$ cat src/rtl/mux_lut_pipelined_if.sv
// Bus bundle for the pipelined LUT gate: evaluation request/result plus the
// serial truth-table configuration port. The master drives requests and
// table bits; the slave (the LUT) returns results and load status.
interface mux_lut_pipelined_if #(
    parameter int N = 2
);
    logic         in_valid;
    logic [N-1:0] in_data;
    logic         out_valid;
    logic         out_data;
    logic         cfg_valid;
    logic         cfg_bit;
    logic         cfg_clear;
    logic         cfg_busy;
    logic         cfg_done;

    modport master (
        output in_valid, in_data, cfg_valid, cfg_bit, cfg_clear,
        input  out_valid, out_data, cfg_busy, cfg_done
    );

    modport slave (
        input  in_valid, in_data, cfg_valid, cfg_bit, cfg_clear,
        output out_valid, out_data, cfg_busy, cfg_done
    );
endinterface

$ cat src/rtl/mux_lut_pipelined.sv
// N-input programmable lookup-table gate. The truth table is shifted in
// LSB-first into a shadow register and committed to the active table on the
// last bit. Evaluation runs through a 2:1 mux tree with one register stage
// per select bit, so a request sees the table of its acceptance cycle.
module mux_lut_pipelined #(
    parameter int                N    = 2,
    parameter logic [(1<<N)-1:0] INIT = 4'b1000
) (
    input  logic               clk,
    input  logic               rst,
    mux_lut_pipelined_if.slave bus
);
    localparam int T  = 1 << N;
    // Select bits still to be consumed travel alongside the data; stage k
    // carries N-1-k of them, packed back to back.
    localparam int SW = (N > 1) ? (N * (N - 1)) / 2 : 1;

    // Bit offset of stage k's mux outputs inside the packed value vector.
    function automatic int val_off(input int k);
        return T - (T >> k);
    endfunction

    // Bit offset of stage k's forwarded select bits.
    function automatic int sel_off(input int k);
        return k * (N - 1) - (k * (k - 1)) / 2;
    endfunction

    typedef enum logic {
        IDLE    = 1'b0,
        LOADING = 1'b1
    } state_t;

    state_t       state_reg, state_next;
    logic [N-1:0] cnt_reg, cnt_next;
    logic [T-1:0] act_reg, act_next;
    // The last table bit goes straight into the commit, so the shadow only
    // needs to hold entries 0..T-2.
    logic [T-2:0] shd_reg, shd_next;
    logic         done_reg, done_next;

    logic [T-2:0]  val_reg, val_next;
    logic [SW-1:0] sel_reg, sel_next;
    logic [N-1:0]  vld_reg, vld_next;

    // Load control: shift one bit per cfg_valid, commit the full table on
    // the last bit; clear abandons the partial load and drops its bit.
    always_comb begin
        state_next = state_reg;
        cnt_next   = cnt_reg;
        act_next   = act_reg;
        shd_next   = shd_reg;
        done_next  = 1'b0;
        if (bus.cfg_clear) begin
            cnt_next = '0;
        end else if (bus.cfg_valid) begin
            cnt_next = cnt_reg + N'(1);
            if (cnt_reg == N'(T - 1)) begin
                act_next  = {bus.cfg_bit, shd_reg};
                done_next = 1'b1;
            end else begin
                shd_next[cnt_reg] = bus.cfg_bit;
            end
        end
        state_next = (cnt_next == '0) ? IDLE : LOADING;
    end

    // Load state, counter and tables; reset restores the power-up table.
    always_ff @(posedge clk) begin
        if (rst) begin
            state_reg <= IDLE;
            cnt_reg   <= '0;
            act_reg   <= INIT;
            shd_reg   <= '0;
            done_reg  <= 1'b0;
        end else begin
            state_reg <= state_next;
            cnt_reg   <= cnt_next;
            act_reg   <= act_next;
            shd_reg   <= shd_next;
            done_reg  <= done_next;
        end
    end

    // LOADING tracks cnt != 0 exactly, so busy follows the counter.
    assign bus.cfg_busy = (state_reg == LOADING);
    assign bus.cfg_done = done_reg;

    genvar gi, gj;

    // Mux tree: stage gi halves the candidate set using select bit gi.
    for (gi = 0; gi < N; gi++) begin : g_stage
        localparam int W  = T >> (gi + 1);
        localparam int VO = val_off(gi);

        logic [2*W-1:0] src;
        logic           sel;
        logic           vin;
        logic [W-1:0]   pick;

        if (gi == 0) begin : g_first
            assign src = act_reg;
            assign sel = bus.in_data[0];
            assign vin = bus.in_valid;
        end else begin : g_follow
            assign src = val_reg[val_off(gi - 1) +: 2*W];
            assign sel = sel_reg[sel_off(gi - 1)];
            assign vin = vld_reg[gi - 1];
        end

        for (gj = 0; gj < W; gj++) begin : g_mux
            assign pick[gj] = sel ? src[2*gj + 1] : src[2*gj];
        end

        assign vld_next[gi] = vin;

        if (gi == N - 1) begin : g_last
            // The final stage is the output register: it holds between
            // valid results.
            assign val_next[VO] = vin ? pick[0] : val_reg[VO];
        end else begin : g_mid
            localparam int SO = sel_off(gi);
            assign val_next[VO +: W] = pick;
            if (gi == 0) begin : g_sel_in
                assign sel_next[SO +: N-1] = bus.in_data[N-1:1];
            end else begin : g_sel_fwd
                assign sel_next[SO +: N-1-gi] = sel_reg[sel_off(gi - 1) + 1 +: N-1-gi];
            end
        end
    end

    if (N == 1) begin : g_no_sel
        assign sel_next = '0;
    end

    // Pipeline registers; reset drops every in-flight request.
    always_ff @(posedge clk) begin
        if (rst) begin
            vld_reg <= '0;
            val_reg <= '0;
            sel_reg <= '0;
        end else begin
            vld_reg <= vld_next;
            val_reg <= val_next;
            sel_reg <= sel_next;
        end
    end

    assign bus.out_valid = vld_reg[N-1];
    assign bus.out_data  = val_reg[T-2];
endmodule

$ cat src/flat_wrapper.sv
// flat-port wrapper written by rule: the top's interface ports become plain ports
module mux_lut_pipelined_flat 
#(
    parameter int                N    = 2,
    parameter logic [(1<<N)-1:0] INIT = 4'b1000
)
  (clk, rst, bus_in_valid, bus_in_data, bus_cfg_valid, bus_cfg_bit, bus_cfg_clear, bus_out_valid, bus_out_data, bus_cfg_busy, bus_cfg_done);
  mux_lut_pipelined_if #(.N(N)) bus_i ();
  input  logic clk;
  input  logic rst;
  input wire logic [$bits(bus_i.in_valid)-1:0] bus_in_valid;
  input wire logic [$bits(bus_i.in_data)-1:0] bus_in_data;
  input wire logic [$bits(bus_i.cfg_valid)-1:0] bus_cfg_valid;
  input wire logic [$bits(bus_i.cfg_bit)-1:0] bus_cfg_bit;
  input wire logic [$bits(bus_i.cfg_clear)-1:0] bus_cfg_clear;
  output wire logic [$bits(bus_i.out_valid)-1:0] bus_out_valid;
  output wire logic [$bits(bus_i.out_data)-1:0] bus_out_data;
  output wire logic [$bits(bus_i.cfg_busy)-1:0] bus_cfg_busy;
  output wire logic [$bits(bus_i.cfg_done)-1:0] bus_cfg_done;
  assign bus_i.in_valid = bus_in_valid;
  assign bus_i.in_data = bus_in_data;
  assign bus_i.cfg_valid = bus_cfg_valid;
  assign bus_i.cfg_bit = bus_cfg_bit;
  assign bus_i.cfg_clear = bus_cfg_clear;
  assign bus_out_valid = bus_i.out_valid;
  assign bus_out_data = bus_i.out_data;
  assign bus_cfg_busy = bus_i.cfg_busy;
  assign bus_cfg_done = bus_i.cfg_done;
  mux_lut_pipelined #(.N(N), .INIT(INIT)) u_core (.clk(clk), .rst(rst), .bus(bus_i));
endmodule
$ cat config.mk
export PLATFORM = sky130hd
export DESIGN_NAME = mux_lut_pipelined_flat
export DESIGN_NICKNAME = d
export VERILOG_FILES = /design/src/rtl/mux_lut_pipelined_if.sv /design/src/rtl/mux_lut_pipelined.sv /design/src/flat_wrapper.sv
export SDC_FILE = /design/constraint.sdc
export NUM_CORES = 1
export LEC_CHECK = 0
export CORE_MARGIN = 1.5
export CORE_UTILIZATION = 40
export DETAILED_ROUTE_END_ITERATION = 10
export HOLD_SLACK_MARGIN = 0.15
export PLACE_DENSITY_LB_ADDON = 0.15
export SETUP_SLACK_MARGIN = 0.02
export SLEW_MARGIN = 20
export SYNTH_ARGS = -nofsm -noshare
export SYNTH_HDL_FRONTEND = slang
export SYNTH_SLANG_ARGS = --single-unit
$ cat constraint.sdc
create_clock -name clk -period 1.1 [get_ports clk]
set_input_delay 0.165 -clock clk [delete_from_list [all_inputs] [get_ports clk]]
set_output_delay 0.165 -clock clk [all_outputs]
set_load 0.005 [all_outputs]
==> flow_summary_export.csv <==
group,metric,value,unit
cells_and_area,seq_area,349,um2
critical_path,crit_fanout,3,
synthesis,yosysTopAreaCell,"dfxtp_1",
clock_network,insertion_delay,0.29,ns
grt,grt_pass1_wl,2.10,mm
cells_and_area,drive_above_1_share,30.1,%
place,gp_congestion,0.741,
worst_hold_path,holdPathStages,3,
critical_path,end_kind,"register",
pwr,ir_worst_vdd,760,uV
grt,gr-usage-all-layers,15.0,%
drt,wl_per_cell,11.8,um
timing,slew_headroom,79.7,%
floorplan,rows,14,
place,dpl_cell_area,863,um2
floorplan,die_x,44.9,um
pwr,p_int,0.000842,W
place,dpl.cell_count,94,
critical_path,reg2reg_slack,0.009,ns
clock_network,cts_tree,"yes",
synthesis,synth_top_area_share,48.5,%
synthesis,synthesis.area,702,um2
synthesis,avgSynthCellArea,11.1,um2
flow_run,cap_violations,0,
clock_network,cts_root_buf,"clkbuf_4",
critical_path,arrival,1.32,ns
cells_and_area,mostFrequentLayoutCells,"14 x dfxtp_1, 10 x mux2i_1, 7 x nand2b_1",
synthesis,synth_area_leaders,"dfxtp_1 48%, mux2i_1 16%, ha_1 7.1%",
timing,setup_viol,0,
timing,min_period,1.09,ns
place,port_buffers,11,
floorplan,die_y,44.9,um
synthesis,synth_nets,75,
timing,timing.final.crit_share,99.2,%
synthesis,ys_seq_elements,17,
clock_network,path_clk_slew,0.10,ns
cells_and_area,final_core_util,61.0,%
cells_and_area,n_fill_cell,133,
drt,vias,485,
critical_path,critPathKind,"register to register",
timing,rsz0062_at_grt,"yes",
cells_and_area,final_area,962,um2
status,status,"complete, no violations",
timing,finalHoldViolations,0,
pwr,swShare,23.0,%
floorplan,coreArea,1580,um2
cells_and_area,multi_input_area,382,um2
clock_network,h-tree-depth,1,
pwr,pwr_density_cell,1140,nW/um2
drt,drc,0,
drt,drt_iter0_markers,1,
place,dp_hpwl,789,um
timing,maxSlewViolCount,0,
grt,grt_max_degree,13,
cells_and_area,finalNetCount,96,
drt,drtPass1Iterations,2,
floorplan,die-area,2020,um2
synthesis,ys_seq_area_share,48.5,%
drt,ant_nets,0,
grt,antenna_found_initial,0,
critical_path,cp-start-kind,"register",
timing,fin_skew,0.00660,ns
pwr,combPwrFrac,11.4,%
floorplan,start_util,44.5,%
cells_and_area,mostFrequentLayoutCell,"dfxtp_1",
worst_hold_path,hp-class,"input port to register",
timing,max_freq,916,MHz
synthesis,syn_inst,63,
pwr,clock_power_share,30.2,%
timing,timing.hold.ws,0.347,ns
cells_and_area,diodes,0,
floorplan,ioPinCount,12,
critical_path,required,1.32,ns
clock_network,clock_sinks,17,
synthesis,yosys_warnings,0,
pwr,seqPwrFrac,58.4,%
drt,totalWireLength,1.17,mm
timing,tightest_slew,0.304,ns
drt,viasPerCell,4.90,
clock_network,numCtsBuffers,3,
pwr,netSwitchingPower,0.000251,W
pwr,total_leakage_power,0.392,nW
clock_network,clk_path_buf_depth,2,
grt,grt_pass1_vias,517,
cells_and_area,largest_reg_flops,4,
synthesis,synth_cell_types,16,
critical_path,rr_worst_depth,4,
pwr,p_total,0.00109,W
grt,gr-total-overflow,0,
cells_and_area,syn_to_final_growth,37.1,%
cells_and_area,finalNonFillerCells,99,
-- logic make-up (layout without fill, tap and decap cells) --
logic type                 after synthesis  count (layout)  share of synthesized area [%]
AOI/OAI and AO/OA                        2               2                           2.14
adders and majority gates                4               4                           7.13
muxes                                   11              11                           15.7
xor gates and xnor gates                 1               1                           1.25
and+or+nand+nor                         23              23                           21.2
buffers and inverters                    5              25                           4.10
DFF                                     17              17                           48.5
-- power by group through the flow --
stage                     clock network (W)  registers [W]  logic (W)
final                              0.000330       0.000638   0.000125
after CTS                          0.000348       0.000640   0.000109
after floorplan                           0       0.000654  0.0000458
after global routing               0.000379       0.000641   0.000138
after global placement                    0       0.000654   0.000111
after detailed placement                  0       0.000653   0.000112
-- cell usage after synthesis --
cell type / instances
dfxtp_1: 17
mux2i_1: 11
nor2b_1: 3
inv_1: 2
and4bb_1: 2
nand3b_1: 1
nor2_1: 6
ha_1: 4
buf_6: 1
xnor2_1: 1
buf_2: 2
a211oi_1: 2
and4bb_2: 1
nor3_1: 2
and3b_1: 1
nand2b_1: 7
-- metal layers --
| metal | track usage [%] | vias to the layer above | wire, um |
|---|---|---|---|
| met5 | 0 | - | 0 |
| met4 | 8.82 | 0 | 26 |
| met3 | 6.00 | 5 | 60 |
| met2 | 25.5 | 11 | 535 |
| met1 | 15.6 | 219 | 547 |
| li1 | - | 250 | - |
-- through the flow --
step                      TNS, ns  worst slack (ns)
after global routing       -0.149           -0.0680
final                           0           0.00880
after floorplan                 0            0.0225
after detailed placement    -1.60            -0.215
after global placement      -1.48            -0.195
after CTS                       0           0.00195
-- worst max-delay path, stage by stage (launching register included) --
cell and delay, ns:
dfxtp_4 0.39, buf_6 0.10, ha_2 0.14, and4bb_2 0.23, mux2i_1 0.17
-- area by class of cell --
type	count	area share [%]
clock buffer	3	2.34
sequential	17	36.3
multi-input combinational	41	39.7
inverter	2	0.780
tap	16	2.08
timing repair buffer	19	18.3
clock inverter	1	0.520
-- repair_timing --
item / 4_1_cts / 5_1_grt
setup endpoints to repair: 12 / 9
cloned: 0 / 0
buffers inserted: 0 / 1
pin swaps: 1 / 1
gates resized for setup: 10 / 14
hold buffers: 0 / 0
-- final timing paths --
path	startpoint	endpoint
max	u_core.cnt_reg[1]$_SDFF_PP0_	u_core.shd_reg[2]$_SDFFE_PP0P_
min	bus_cfg_valid	u_core.bus.cfg_done$_SDFF_PP0_
max reg2reg	u_core.cnt_reg[1]$_SDFF_PP0_	u_core.shd_reg[2]$_SDFFE_PP0P_
min reg2reg	u_core.vld_reg[0]$_SDFF_PP0_	u_core.val_reg[2]$_SDFFE_PP0P_
Note: power is estimated with default switching activity, not from simulation.
